**src/rtl/fetch_pkg.sv**
```systemverilog
// Shared fetch-side definitions. Instruction memory and decode use these too.
package fetch_pkg;
    localparam int unsigned PC_W     = 4;
    localparam int unsigned INSTR_W  = 32;
    localparam int unsigned RESET_PC = 0;

    typedef logic [PC_W-1:0]    pc_t;
    typedef logic [INSTR_W-1:0] instr_t;
endpackage

```
**src/rtl/fetch_pc_reg.sv**
```systemverilog
// PC register with its next-PC selection: reset, redirect, increment or hold.
module fetch_pc_reg #(
    parameter int unsigned PC_W     = fetch_pkg::PC_W,
    parameter int unsigned RESET_PC = fetch_pkg::RESET_PC
) (
    input  logic            clk,
    input  logic            reset,
    input  logic            redirect,
    input  logic [PC_W-1:0] target,
    input  logic            advance,
    output logic [PC_W-1:0] pc
);
    // Increment wraps naturally at 2^PC_W.
    always_ff @(posedge clk) begin
        if (reset)
            pc <= PC_W'(RESET_PC);
        else if (redirect)
            pc <= target;
        else if (advance)
            pc <= pc + 1'b1;
    end
endmodule

```
**src/rtl/fetch_unit.sv**
```systemverilog
// Single-register fetch stage: PC drives instruction memory, returned word is
// captured into the decode-facing output register with a valid/ready handshake.
module fetch_unit #(
    parameter int unsigned PC_W     = fetch_pkg::PC_W,
    parameter int unsigned INSTR_W  = fetch_pkg::INSTR_W,
    parameter int unsigned RESET_PC = fetch_pkg::RESET_PC
) (
    input  logic               clk,
    input  logic               reset,
    output logic [PC_W-1:0]    PC_out,
    input  logic [INSTR_W-1:0] IR_out,
    input  logic               branch_valid,
    input  logic [PC_W-1:0]    branch_target,
    output logic               instr_valid,
    input  logic               instr_ready,
    output logic [INSTR_W-1:0] instr,
    output logic [PC_W-1:0]    instr_pc
);
    logic load;

    assign load = !instr_valid || instr_ready;

    fetch_pc_reg #(
        .PC_W     (PC_W),
        .RESET_PC (RESET_PC)
    ) u_pc (
        .clk      (clk),
        .reset    (reset),
        .redirect (branch_valid),
        .target   (branch_target),
        .advance  (load),
        .pc       (PC_out)
    );

    // A redirect kills both the held instruction and this cycle's fetch; the
    // payload is left as-is since it is invisible while instr_valid is low.
    always_ff @(posedge clk) begin
        if (reset) begin
            instr_valid <= 1'b0;
            instr       <= '0;
            instr_pc    <= '0;
        end else if (branch_valid) begin
            instr_valid <= 1'b0;
        end else if (load) begin
            instr_valid <= 1'b1;
            instr       <= IR_out;
            instr_pc    <= PC_out;
        end
    end
endmodule
```
**config.mk**
```make
export PLATFORM = sky130hd
export DESIGN_NAME = fetch_unit
export DESIGN_NICKNAME = d
export VERILOG_FILES = /design/src/rtl/fetch_pkg.sv /design/src/rtl/fetch_pc_reg.sv /design/src/rtl/fetch_unit.sv
export SDC_FILE = /design/constraint.sdc
export NUM_CORES = 1
export LEC_CHECK = 0
export ABC_AREA = 1
export CAP_MARGIN = 20
export CORE_UTILIZATION = 40
export CTS_BUF_LIST = sky130_fd_sc_hd__clkbuf_8
export DETAILED_ROUTE_END_ITERATION = 10
export MAX_ROUTING_LAYER = met4
export PLACE_DENSITY = 0.75
export SYNTH_ARGS = -nofsm -noshare
export SYNTH_HDL_FRONTEND = slang
export SYNTH_HIERARCHICAL = 1
export SYNTH_SLANG_ARGS = --single-unit
```
**constraint.sdc**
```tcl
create_clock -name clk -period 1.58 [get_ports clk]
set_clock_uncertainty 0.2 [all_clocks]
set_input_delay 0.158 -clock clk [delete_from_list [all_inputs] [get_ports clk]]
set_output_delay 0.158 -clock clk [all_outputs]
set_load 0.1 [all_outputs]
```
# Word-level counts from Yosys, hierarchy flattened
# Index checks and enable logic that the tools add are counted.
# word_totals
ff_bits,41
inputBits,40
out_inout_bits,41
wordCells,13
# op_classes
n_addsub,1
muxes,2
bitwise,1
reduce_logical,5
# op_table
cell,count
$mux 4,2
$add 4x1->4 const B,1
$reduce_and 2->1,1
$reduce_bool 2->1,1
$reduce_or 2->1,1
$logic_not 1->1,1
$logic_or 1x1->1,1
$not 1->1,1

# Logic depth before layout (Yosys ltp)
# logic_depth
ltp_word,4
depth_mapped,9
ltp_nobuf,8

# Hierarchy
# Netlist, hierarchy kept.
# by_module_without_submodules
module,n_inst,cells_per_inst,area_per_inst_um2,seq_area_each_um2
fetch_unit,1,239,1669.1,740.7
fetch_pc_reg,1,35,234.0,80.1

# Least setup slack after synthesis
# OpenSTA, ideal clock, no wires.
# synth_path
kind,register to register
from,register instr_valid
to,register u_pc.pc[3]
setup_ps,109
t_arrival_ps,1695
t_required_ps,1271
path_slack_ps,-424
path_stages_with_launch,9
n_path_buf,1
period_less_slack_ps,2004
path_cell_list,dfxtp_1 -> nand2_4 -> buf_6 -> nand2_2 -> nor2_2 -> nand2_1 -> nand3_1 -> nand2_1 -> inv_1
# synth_between
elab_chain_len,3
# synth_lines
item,line,rtl
from (decl),fetch_unit.sv:14,"output logic instr_valid,"
from (signal assigned),fetch_unit.sv:39,instr_valid <= 1'b0;
from (signal assigned),fetch_unit.sv:43,instr_valid <= 1'b0;
from (signal assigned),fetch_unit.sv:45,instr_valid <= 1'b1;
$logic_not 1->1,fetch_unit.sv:21,assign load = !instr_valid || instr_ready;
$logic_or 1x1->1,fetch_unit.sv:21,
named net load,fetch_unit.sv:19,logic load;
$reduce_bool 2->1 (no line),-,
to (signal assigned),fetch_pc_reg.sv:16,pc <= PC_W'(RESET_PC);
to (signal assigned),fetch_pc_reg.sv:18,pc <= target;
to (signal assigned),fetch_pc_reg.sv:20,pc <= pc + 1'b1;
to (decl),fetch_pc_reg.sv:11,output logic [PC_W-1:0] pc
# The timed path passes the listed nets, and every way through them passes these cells.
# A chain may end at the register's enable or synchronous reset.

# Final worst setup path
# layout_path
from,register u_pc.pc[0]
to,output PC_out[0]
# layout_rtl
item,line,rtl
to (decl),fetch_unit.sv:10,"output logic [PC_W-1:0] PC_out,"
# No word-level cell between the ends.

==> summary.md <==
| Metric | Value |
|---|---|
| Later-pin clock latency in the skew report | `0.29 ns` |
| Sw Share | `0.391` |
| CP max stage delay | `0.42 ns` |
| Post-synth EDFFs | `0` |
| DP Worst Slack | `0.0168 ns` |
| Post-Synth Adder-Cell Area | `0.00657` |
| Setup CP Type | `reg -> out` |
| Vias | `1896` |
| Hold Crit Class | `in -> reg` |
| Final Cell Area | `3260 um^2` |
| FF/Latch Area | `830 um^2` |
| Drt wl/cell | `10.9 um` |
| Crit-path max FO | `5` |
| Setup Buffers After CTS | `0` |
| Crit. End Element | `primary output` |
| # clock sinks | `41` |
| Setup TNS | `0 ns` |
| GRT Util Overall | `0.192` |
| Initial antenna violation count | `0` |
| Synth async-reset ratio | `0` |
| First-pass GRT wire length | `7.35 mm` |
| Rows | `24` |
| Area delta synth->final | `71.5%` |
| Setup ws final | `0.316 ns` |
| Flops & latches, synth | `41` |
| Seq/Total Area, Yosys | `0.431` |
| Worst-Margin Slew | `0.578 ns` |
| Simple-gate share of the synthesized area | `0.287` |
| Final period util | `0.800` |
| CP startpoint | `u_pc/pc[0]` |
| Int Power | `0.00190 W` |
| Total CTS buffers | `5` |
| Post-Synthesis Cells | `274` |
| Fmax | `791 MHz` |
| Max Slew Vio Count | `0` |
| Worst slew margin | `0.614` |
| Via density | `4.68` |
| Syn avg cell area | `6.95 um^2` |
| Chip Height | `71.0 um` |
| Drc violations | `7` |
| Post-CTS sizing | `0` |
| Placed cell count | `397` |
| Synth Area in Compound Gates | `0.109` |
| Crit path arrival time | `0.91 ns` |
| Die W | `71.0 um` |
| Number of hold violations in the final report | `0` |
| Clk pin slew, worst setup/hold paths | `0.08 ns` |
| CTS tree | `done` |
| Layout cells sized above 1 | `0.201` |
| Clock Power Share | `0.209` |
| Core area | `4470 um^2` |
| DIE AREA | `5040 um^2` |
| Max Cap Violations | `0` |
| Largest family of logic cells by synthesized area | `simple AND/OR/NAND/NOR gates` |
| Area fraction of the dominant cell type after synthesis | `0.431` |
| Grt ovf | `0` |
| Placed cell area | `3180 um^2` |
| Footprint of the multi-input gates | `785 um^2` |
| CTS Hold Bufs | `0` |
| Clock buffer depth | `2` |
| Final worst path period need | `1.26 ns` |
| Top delay family on crit path | `flip-flops` |
| Worst setup SP type | `flop` |
| Top_reg_cell synth | `dfxtp_1` |
| Crit path cell chain | `buf_12` |
| PwrDens | `957 nW/um^2` |
| Pin count of the biggest net entering global routing | `37` |
| Post-synthesis net count | `315` |
| Top post-synthesis cells by area | `dfxtp_1, a21oi_1, nand3_1` |
| Nets | `393` |
| Hpwl dp | `3.24 mm` |
| Vias in the first global route | `1673` |
| Final Power | `0.00313 W` |
| Worst EP required | `1.22 ns` |
| Unrepaired setup endpoints after global routing | `no` |
| Netlist Area Pre-Place | `1900 um^2` |
| Syn. warnings | `6` |
| N_diodes | `0` |
| Pleak | `1.57 nW` |
| Routed Wire Length | `4.41 mm` |
| Status | `finished with violations` |
| XOR/XNOR Fraction of Synth Area | `0.00920` |
| Failing checks | `design-rule violations` |
| Root Buffer Master | `clkbuf_8` |
| Slowest-stage cell, CP | `dfxtp_2` |
| Logic gate share of total power | `0.406` |
| GP Congestion | `0.818` |
| Cell taking the most area after synthesis | `dfxtp_1` |
| Peak VDD IR | `0.565 mV` |
| DRT Pass-1 Iters | `7` |
| Worst path bufs/invs | `1` |
| Final ANT Viol Nets | `0` |
| Starting Density | `0.425` |
| Most frequent cells after synthesis | `nand2_1, inv_1, dfxtp_1` |
| I/O Pins | `81` |
| Multiplexer share of the synthesized area | `0` |
| CTS H-tree depth | `2` |
| Buffers on Ports | `80` |
| First-iteration detailed-routing DRC count | `114` |
| Count leader, synth | `nand2_1` |
| Sequential fraction of design power | `0.386` |
| Worst r2r src | `instr_valid` |
| Unique cell type count in the Yosys netlist | `18` |
| Final setup fails | `0` |
| Switching component of the power | `0.00122 W` |
| Fillers | `343` |
| Fin cells | `405` |
| Hold Startpoint | `IR_out[14]` |
-- final timing paths --
check / endpoint / slack [ns] / depth (start not counted)
max: PC_out[0] / 0.32 / 1
min: instr[14] / 0.30 / 5
max reg2reg: instr[0] / 0.34 / 5
min reg2reg: instr[2] / 0.33 / 2
-- metrics by stage --
stage                     hold slack, ns   util
after global routing               0.304  0.730
after global placement             0.324  0.711
after CTS                          0.287  0.730
final                              0.295  0.730
after floorplan                   0.0151      -
after detailed placement           0.327  0.711
-- metal layers --
metal / share of wire / track usage
met1: 0.42 / 0.204
met5: 0 / -
met3: 0.065 / 0.0627
met2: 0.50 / 0.329
met4: 0.017 / 0.0756
-- cells in the final DEF, fill, tap and decap left out --
cell	n
buf_12	46
nand2_1	45
inv_1	43
clkdlybuf4s50_1	39
a21oi_1	38
nand3_1	38
nor2_1	37
dfxtp_1	36
nor2_2	5
clkbuf_8	5
dfxtp_2	4
inv_2	3
buf_4	3
clkinv_2	2
nand2_4	1
dfxtp_4	1
nand2_2	1
o21ai_1	1
xor2_1	1
a21boi_1	1
xnor2_1	1
o21ai_0	1
ha_1	1
-- power groups by stage --
stage               logic [W]  clock network (W)  registers (W)
global route          0.00133           0.000713        0.00122
floorplan            0.000234                  0        0.00175
global placement      0.00126                  0        0.00123
detailed placement    0.00127                  0        0.00123
CTS                   0.00128           0.000677        0.00121
finish                0.00127           0.000653        0.00120
-- area by class of cell --
cell class	count	area share
clock buffer	5	0.0211
clock inverter	3	0.00422
multi-input combinational	171	0.240
sequential	41	0.254
inverter	45	0.0517
timing repair buffer	88	0.409
tap	52	0.0199
-- flip-flops by register name, indices dropped and copies added, names as in the netlist --
name         cells
u_pc/pc          4
instr           32
instr_pc         4
instr_valid      1
-- logic make-up after synthesis --
group           count (synthesis)
compound gates                 41
simple gates                  127
flops                          41
buf+inv                        62
xor+xnor                        2
fa+ha+maj                       1
No activity file was read; power rests on OpenSTA's default activity.
